==> config.mk <==
export PLATFORM = sky130hd
export DESIGN_NAME = dma_move_sequencer
export DESIGN_NICKNAME = d
export VERILOG_FILES = /design/src/rtl/dma_move_sequencer_pkg.sv /design/src/rtl/dma_rr_arbiter.sv /design/src/rtl/dma_move_sequencer.sv
export SDC_FILE = /design/constraint.sdc
export NUM_CORES = 1
export LEC_CHECK = 0
export CORE_AREA = 8 8 189 191
export DETAILED_ROUTE_END_ITERATION = 12
export DIE_AREA = 0 0 197 199
export GPL_ROUTABILITY_DRIVEN = 0
export PLACE_DENSITY = 0.66
export SYNTH_ARGS = -nofsm -noshare
export SYNTH_HDL_FRONTEND = slang
export SYNTH_SLANG_ARGS = --single-unit
==> constraint.sdc <==
create_clock -name ACLK -period 4.92 [get_ports ACLK]
set_clock_uncertainty 0.1 [all_clocks]
set_input_delay 0.984 -clock ACLK [delete_from_list [all_inputs] [get_ports ACLK]]
set_output_delay 0.984 -clock ACLK [all_outputs]
set_load 0.05 [all_outputs]
==> src/rtl/dma_move_sequencer_pkg.sv <==
// Shared types for the DMA move sequencer: status codes, FSM states and the
// status-merge priority used when a paired Reader/Writer move completes.
package dma_move_sequencer_pkg;

    typedef enum logic [2:0] {
        OK        = 3'd0,
        RD_ERR    = 3'd1,
        WR_ERR    = 3'd2,
        RDWR_ERR  = 3'd3,
        ABORTED   = 3'd4,
        ALIGN_ERR = 3'd5
    } MoveStat_t;

    localparam logic [2:0] ALIGN_MASK = 3'b111;

    typedef enum logic [2:0] {
        S_IDLE   = 3'd0,
        S_CHECK  = 3'd1,
        S_ISSUE  = 3'd2,
        S_WAIT   = 3'd3,
        S_REPORT = 3'd4
    } move_state_t;

    // Abort dominates; a double error is reported distinctly from single-side errors.
    function automatic MoveStat_t merge_status(input logic aborted,
                                               input logic rd_err,
                                               input logic wr_err);
        if (aborted)               return ABORTED;
        else if (rd_err && wr_err) return RDWR_ERR;
        else if (rd_err)           return RD_ERR;
        else if (wr_err)           return WR_ERR;
        else                       return OK;
    endfunction

endpackage

==> src/rtl/dma_rr_arbiter.sv <==
// Round-robin arbiter: grants the first requester at or after the pointer and
// moves the pointer past the winner when the caller takes the grant.
module dma_rr_arbiter #(
    parameter int N  = 4,
    parameter int IW = (N > 1) ? $clog2(N) : 1
) (
    input  logic          clk_i,
    input  logic          rst_ni,
    input  logic [N-1:0]  req_i,
    input  logic          advance_i,
    output logic [N-1:0]  grant_o,
    output logic [IW-1:0] grant_idx_o,
    output logic          any_o
);

    logic [IW-1:0] ptr_q;

    assign any_o = |req_i;

    always_comb begin
        int  c;
        logic found;
        grant_o     = '0;
        grant_idx_o = '0;
        found       = 1'b0;
        c           = 0;
        for (int k = 0; k < N; k++) begin
            c = int'(ptr_q) + k;
            if (c >= N) c = c - N;
            if (!found && req_i[c]) begin
                found       = 1'b1;
                grant_o[c]  = 1'b1;
                grant_idx_o = IW'(c);
            end
        end
    end

    always_ff @(posedge clk_i or negedge rst_ni) begin
        if (!rst_ni) begin
            ptr_q <= '0;
        end else if (advance_i && any_o) begin
            ptr_q <= (grant_idx_o == IW'(N - 1)) ? '0 : grant_idx_o + IW'(1);
        end
    end

endmodule

==> src/rtl/dma_move_sequencer.sv <==
// Multi-channel front end for the Reader/PeekQueue/Writer mover: arbitrates channel
// moves, issues paired Reader/Writer commands, merges their statuses, handles abort.
module dma_move_sequencer
    import dma_move_sequencer_pkg::*;
#(
    parameter int NUM_CH = 4,
    parameter int ADDR_W = 32,
    parameter int LEN_W  = 24
) (
    input  logic                     ACLK,
    input  logic                     ARESETn,
    input  logic [NUM_CH-1:0]        ChCmdValid,
    output logic [NUM_CH-1:0]        ChCmdReady,
    input  logic [NUM_CH*ADDR_W-1:0] ChCmdSrc,
    input  logic [NUM_CH*ADDR_W-1:0] ChCmdDst,
    input  logic [NUM_CH*LEN_W-1:0]  ChCmdLen,
    input  logic [NUM_CH-1:0]        ChAbort,
    output logic [NUM_CH-1:0]        ChStatValid,
    input  logic [NUM_CH-1:0]        ChStatReady,
    output logic [2:0]               ChStatCode,
    output logic                     RdCmdValid,
    input  logic                     RdCmdReady,
    output logic [ADDR_W-1:0]        RdCmdAddr,
    output logic [LEN_W-1:0]         RdCmdLen,
    input  logic                     RdStatValid,
    output logic                     RdStatReady,
    input  logic                     RdStatErr,
    output logic                     WrCmdValid,
    input  logic                     WrCmdReady,
    output logic [ADDR_W-1:0]        WrCmdAddr,
    output logic [LEN_W-1:0]         WrCmdLen,
    input  logic                     WrStatValid,
    output logic                     WrStatReady,
    input  logic                     WrStatErr,
    output logic                     QueueFlush
);

    localparam int IDX_W = (NUM_CH > 1) ? $clog2(NUM_CH) : 1;

    // Handshakes are valid/ready: a transfer happens on a rising ACLK edge where
    // both are high; a valid, once raised, holds its data until that edge.

    move_state_t         state_q;
    logic [NUM_CH-1:0]   gnt_oh_q;
    logic [ADDR_W-1:0]   src_q, dst_q;
    logic [LEN_W-1:0]    len_q;
    logic                rd_valid_q, wr_valid_q;
    logic [ADDR_W-1:0]   rd_addr_q, wr_addr_q;
    logic [LEN_W-1:0]    rd_len_q, wr_len_q;
    logic                rd_sent_q, wr_sent_q;
    logic                rd_got_q, wr_got_q;
    logic                rd_err_q, wr_err_q;
    logic                abort_q;
    logic                stat_ready_q;
    logic                stat_valid_q;
    MoveStat_t           code_q;
    logic                flush_q;

    logic [NUM_CH-1:0]   arb_gnt;
    logic [IDX_W-1:0]    arb_idx;
    logic                arb_any;
    logic [ADDR_W-1:0]   sel_src, sel_dst;
    logic [LEN_W-1:0]    sel_len;

    logic rd_hs, wr_hs, act_abort, stat_ack;
    logic rd_sent_d, wr_sent_d, rd_got_d, wr_got_d, rd_err_d, wr_err_d, abort_d;

    dma_rr_arbiter #(.N(NUM_CH), .IW(IDX_W)) u_arb (
        .clk_i       (ACLK),
        .rst_ni      (ARESETn),
        .req_i       (ChCmdValid),
        .advance_i   (state_q == S_IDLE),
        .grant_o     (arb_gnt),
        .grant_idx_o (arb_idx),
        .any_o       (arb_any)
    );

    always_comb begin
        sel_src = '0;
        sel_dst = '0;
        sel_len = '0;
        for (int i = 0; i < NUM_CH; i++) begin
            if (arb_idx == IDX_W'(i)) begin
                sel_src = ChCmdSrc[i*ADDR_W +: ADDR_W];
                sel_dst = ChCmdDst[i*ADDR_W +: ADDR_W];
                sel_len = ChCmdLen[i*LEN_W +: LEN_W];
            end
        end
    end

    assign rd_hs     = rd_valid_q & RdCmdReady;
    assign wr_hs     = wr_valid_q & WrCmdReady;
    assign act_abort = |(ChAbort & gnt_oh_q);
    assign stat_ack  = |(ChStatReady & gnt_oh_q);

    // Each status is taken only once; repeats while still in WAIT are ignored.
    assign rd_sent_d = rd_sent_q | rd_hs;
    assign wr_sent_d = wr_sent_q | wr_hs;
    assign rd_got_d  = rd_got_q | RdStatValid;
    assign wr_got_d  = wr_got_q | WrStatValid;
    assign rd_err_d  = rd_got_q ? rd_err_q : (RdStatValid & RdStatErr);
    assign wr_err_d  = wr_got_q ? wr_err_q : (WrStatValid & WrStatErr);
    assign abort_d   = abort_q | act_abort;

    assign ChCmdReady  = (state_q == S_IDLE && ARESETn) ? arb_gnt : '0;
    assign ChStatValid = stat_valid_q ? gnt_oh_q : '0;
    assign ChStatCode  = code_q;
    assign RdCmdValid  = rd_valid_q;
    assign RdCmdAddr   = rd_addr_q;
    assign RdCmdLen    = rd_len_q;
    assign WrCmdValid  = wr_valid_q;
    assign WrCmdAddr   = wr_addr_q;
    assign WrCmdLen    = wr_len_q;
    assign RdStatReady = stat_ready_q;
    assign WrStatReady = stat_ready_q;
    assign QueueFlush  = flush_q;

    always_ff @(posedge ACLK or negedge ARESETn) begin
        if (!ARESETn) begin
            state_q      <= S_IDLE;
            gnt_oh_q     <= '0;
            src_q        <= '0;
            dst_q        <= '0;
            len_q        <= '0;
            rd_valid_q   <= 1'b0;
            wr_valid_q   <= 1'b0;
            rd_addr_q    <= '0;
            wr_addr_q    <= '0;
            rd_len_q     <= '0;
            wr_len_q     <= '0;
            rd_sent_q    <= 1'b0;
            wr_sent_q    <= 1'b0;
            rd_got_q     <= 1'b0;
            wr_got_q     <= 1'b0;
            rd_err_q     <= 1'b0;
            wr_err_q     <= 1'b0;
            abort_q      <= 1'b0;
            stat_ready_q <= 1'b0;
            stat_valid_q <= 1'b0;
            code_q       <= OK;
            flush_q      <= 1'b0;
        end else begin
            flush_q <= 1'b0;
            case (state_q)
                S_IDLE: begin
                    if (arb_any) begin
                        gnt_oh_q <= arb_gnt;
                        src_q    <= sel_src;
                        dst_q    <= sel_dst;
                        len_q    <= sel_len;
                        state_q  <= S_CHECK;
                    end
                end
                S_CHECK: begin
                    rd_sent_q <= 1'b0;
                    wr_sent_q <= 1'b0;
                    rd_got_q  <= 1'b0;
                    wr_got_q  <= 1'b0;
                    rd_err_q  <= 1'b0;
                    wr_err_q  <= 1'b0;
                    abort_q   <= 1'b0;
                    if (((src_q[2:0] | dst_q[2:0] | len_q[2:0]) & ALIGN_MASK) != 3'b000) begin
                        code_q       <= ALIGN_ERR;
                        stat_valid_q <= 1'b1;
                        state_q      <= S_REPORT;
                    end else if (len_q == '0) begin
                        code_q       <= OK;
                        stat_valid_q <= 1'b1;
                        state_q      <= S_REPORT;
                    end else begin
                        rd_valid_q <= 1'b1;
                        wr_valid_q <= 1'b1;
                        rd_addr_q  <= src_q;
                        rd_len_q   <= len_q;
                        wr_addr_q  <= dst_q;
                        wr_len_q   <= len_q;
                        state_q    <= S_ISSUE;
                    end
                end
                S_ISSUE: begin
                    if (rd_hs) begin
                        rd_valid_q <= 1'b0;
                        rd_sent_q  <= 1'b1;
                    end
                    if (wr_hs) begin
                        wr_valid_q <= 1'b0;
                        wr_sent_q  <= 1'b1;
                    end
                    // A command handed over on the abort edge counts as sent, so the
                    // pair is completed rather than leaving one side orphaned.
                    if (act_abort && !rd_sent_d && !wr_sent_d) begin
                        rd_valid_q   <= 1'b0;
                        wr_valid_q   <= 1'b0;
                        code_q       <= ABORTED;
                        stat_valid_q <= 1'b1;
                        state_q      <= S_REPORT;
                    end else begin
                        abort_q <= abort_d;
                        if (rd_sent_d && wr_sent_d) begin
                            stat_ready_q <= 1'b1;
                            state_q      <= S_WAIT;
                        end
                    end
                end
                S_WAIT: begin
                    rd_got_q <= rd_got_d;
                    wr_got_q <= wr_got_d;
                    rd_err_q <= rd_err_d;
                    wr_err_q <= wr_err_d;
                    abort_q  <= abort_d;
                    if (rd_got_d && wr_got_d) begin
                        stat_ready_q <= 1'b0;
                        stat_valid_q <= 1'b1;
                        code_q       <= merge_status(abort_d, rd_err_d, wr_err_d);
                        flush_q      <= abort_d | rd_err_d | wr_err_d;
                        state_q      <= S_REPORT;
                    end
                end
                S_REPORT: begin
                    if (stat_ack) begin
                        stat_valid_q <= 1'b0;
                        code_q       <= OK;
                        state_q      <= S_IDLE;
                    end
                end
                default: state_q <= S_IDLE;
            endcase
        end
    end

endmodule
==> impl_metrics.py <==
metrics = {
    "synth": {
        "ys_ff_latch": 200,
        "synthArstFlopShare_pct": 100,
        "synthTopCellsByArea": "dfrtp_1 47%, mux2_1 8.5%, a221oi_1 7.5%",
        "synth_top_area_share_pct": 46.7,
        "ys_warn_count": 0,
        "yosysMostFrequentCell": "dfrtp_1",
        "yosysTopAreaCell": "dfrtp_1",
        "synth_fp_nets": 1502,
        "ys_seq_area_share_pct": 46.7,
        "synth_cells": 1120,
        "synth_enable_flop_cells": 0,
        "synth_flop_cell": "dfrtp_1",
        "syn_area_mm2": 0.0107,
        "avgSynthCellArea_um2": 9.56,
        "synth_cell_type_count": 51,
        "synthTopCellsByCount": "200 x dfrtp_1, 110 x nand2_1, 104 x a21oi_1",
    },
    "drt": {
        "via_per_inst": 5.10,
        "wl_met2_um": 20400,
        "ant_nets": 0,
        "drc_errors": 0,
        "wl_per_cell_um": 20.1,
        "routed.top_layer": "met4",
        "drt_wl_total_um": 40300,
        "vias": 10200,
        "drtIter0Drc": 430,
        "m1WireLength_um": 16100,
        "route.met3.wl_um": 3180,
        "drtPass1Iterations": 5,
    },
    "die": {
        "rows": 67,
        "core_area_mm2": 0.0329,
        "dieHeight_um": 199,
        "start_util_pct": 32.6,
        "dieArea_mm2": 0.0392,
        "pin_count": 500,
        "die_x_um": 197,
    },
    "timing": {
        "hold_violations": 0,
        "finalCriticalPeriod_ns": 4.56,
        "max_freq_mhz": 219,
        "setup_viol_count_final": 0,
        "tightest_slew_ns": 1.06,
        "rsz0062_at_grt": "no",
        "slew_headroom_pct": 29.1,
        "fin_crit_sh_pct": 92.8,
        "slew_viol_final": 0,
        "whs_ns": 0.318,
    },
    "worst_setup_path": {
        "cp_max_fo": 46,
        "reg2reg_slack_ns": 0.42,
        "crit_arrival_ns": 4.80,
        "end_kind": "flop",
        "crit_path_end": "src_q[1]$_DFFE_PN0P_",
        "start_kind": "input port",
        "crit_chain": "clkdlybuf4s50_1 -> mux4_2 -> o32a_1 -> o21ai_1 -> ha_1 -> nor2b_4 -> buf_12 -> a221oi_1 -> nor3_1 -> a21oi_1 -> o21ai_0",
        "worstRegToRegCells": 12,
        "r2r_end": "src_q[1]$_DFFE_PN0P_",
        "cp.required_ns": 5.15,
        "cp_slowest_stage_delay_ns": 0.85,
        "critPathKind": "in -> reg",
        "r2r-start": "u_arb.ptr_q[1]$_DFFE_PN0P_",
        "cp_slowest_cell": "nor2b_4",
        "startpoint": "ChCmdValid[0]",
    },
    "global_route": {
        "grt_max_degree": 113,
        "grt_pass1_wl_um": 61000,
        "grt-ovfl-total": 0,
        "grt_pass1_vias": 10400,
        "grt_util_all_layers_pct": 19.9,
        "antenna_found_initial": 1,
    },
    "layout": {
        "fillers": 3075,
        "final_nets": 1921,
        "area_growth_syn_to_layout_pct": 54.6,
        "diodes": 0,
        "layout-drive-gt1-share_pct": 4.64,
    },
    "placement": {
        "hpwl_um": 31100,
        "port_buffers": 499,
    },
    "clock_network": {
        "insertion_delay_ns": 0.43,
        "cts_inserted_buffers": 17,
        "clockBufferDepth": 2,
        "postCtsSetupRepairBufs": 0,
        "cts-htree-levels": 4,
        "cts_tree": "done",
        "cts_sinks": 200,
        "cts.repair.resized": 0,
        "cts-hold-fix-buffers": 0,
        "ctsRootBufferMaster": "clkbuf_16",
        "clkTransAtPathRegs_ns": 0.08,
    },
    "pwr": {
        "p_total_mw": 11.6,
        "vdd_drop_max_uv": 819,
        "leakage_nw": 6.80,
        "powerDensity_mw_per_mm2": 698,
    },
    "flow_run": {
        "maxCapViolations": 0,
    },
    "hold_path": {
        "hp-class": "in -> async",
    },
    "outcome": {
        "status": "complete, no violations",
    },
}
==> power breakdown <==
part / switching, mW / internal [mW]
registers: 0.370 / 2.23
clock network: 0.698 / 0.726
logic: 4.54 / 2.99
==> metrics by stage <==
stage	setup TNS (ns)	std cells	area, um^2	worst slack, ns	utilization (%)
floorplan	0	1120	10700	1.08	-
global placement	-0.0167	1968	16000	-0.0167	48.6
detailed placement	-0.195	1968	16000	-0.0906	48.6
CTS	0	2000	16600	0.334	50.4
global route	0	2000	16600	0.0999	50.4
finish	0	2000	16600	0.357	50.4
==> layout make-up <==
cell class	count	area (um^2)	area share [%]
inverter	11	42.5	0.257
clock inverter	14	159	0.960
clock buffer	18	429	2.59
multi-input combinational	788	5090	30.8
timing repair buffer	521	5270	31.8
sequential	200	5000	30.2
tap	448	561	3.39
==> sequential cells by signal, indices dropped and copies added, names as in the netlist, 2 cells and up <==
name / flops
WrCmdLen: 24
ChStatCode: 3
gnt_oh_q: 4
src_q: 32
RdCmdAddr: 32
state_q: 3
WrCmdAddr: 32
len_q: 24
u_arb.ptr_q: 2
dst_q: 32
==> worst min path at each step <==
stage	start	to	slack, ns	cells past startpoint
4_1_cts	ARESETn	RdCmdAddr[2]$_DFFE_PN0P_	0.30	1
6_report	ARESETn	WrCmdAddr[1]$_DFFE_PN0P_	0.32	1
5_1_grt	ARESETn	WrCmdLen[2]$_DFFE_PN0P_	0.31	1
2_1_floorplan	dst_q[10]$_DFFE_PN0P_	dst_q[10]$_DFFE_PN0P_	0.34	2
3_5_place_dp	dst_q[8]$_DFFE_PN0P_	dst_q[8]$_DFFE_PN0P_	0.36	2
3_3_place_gp	dst_q[8]$_DFFE_PN0P_	dst_q[8]$_DFFE_PN0P_	0.36	2
==> cells in the final DEF, fill, tap and decap left out, drive strengths merged, types with 3 or more instances in the layout <==
master | netlist | final
a21oi | 104 | 104
a221oi | 92 | 92
a22o | 3 | 3
and2 | 15 | 15
and3b | 4 | 4
buf | 58 | 27
clkbuf | 63 | 18
clkdlybuf4s50 | 0 | 494
clkinv | 1 | 6
dfrtp | 200 | 200
ha | 10 | 10
inv | 10 | 17
mux2 | 82 | 82
nand2 | 110 | 110
nand2b | 4 | 4
nand3 | 5 | 5
nor2 | 25 | 25
nor2b | 92 | 92
nor3 | 93 | 93
nor4 | 6 | 6
o211ai | 3 | 3
o21ai | 107 | 107
==> cells by family after synthesis <==
| logic type | after synthesis | synth area share [%] |
|---|---|---|
| adders and majority gates | 10 | 1.17 |
| buffers and inverters | 132 | 6.17 |
| and+or+nand+nor | 361 | 16.9 |
| AOI/OAI and AO/OA | 331 | 19.8 |
| DFF | 200 | 46.7 |
| muxes | 86 | 9.23 |
==> routing by layer <==
metal / global-route usage [%] / vias to the layer above
li1: - / 4898
met1: 23.8 / 4877
met2: 34.8 / 402
met3: 6.07 / 30
met4: 4.35 / 0
met5: 0 / -
==> critical path, delay by kind of cell <==
family	cells	cell delay, ns
mux	1	0.60
fa+ha+maj	1	0.22
simple gates	2	1.03
compound gates	5	1.03
buf+inv	2	0.89
(Power assumes the default switching activity.)
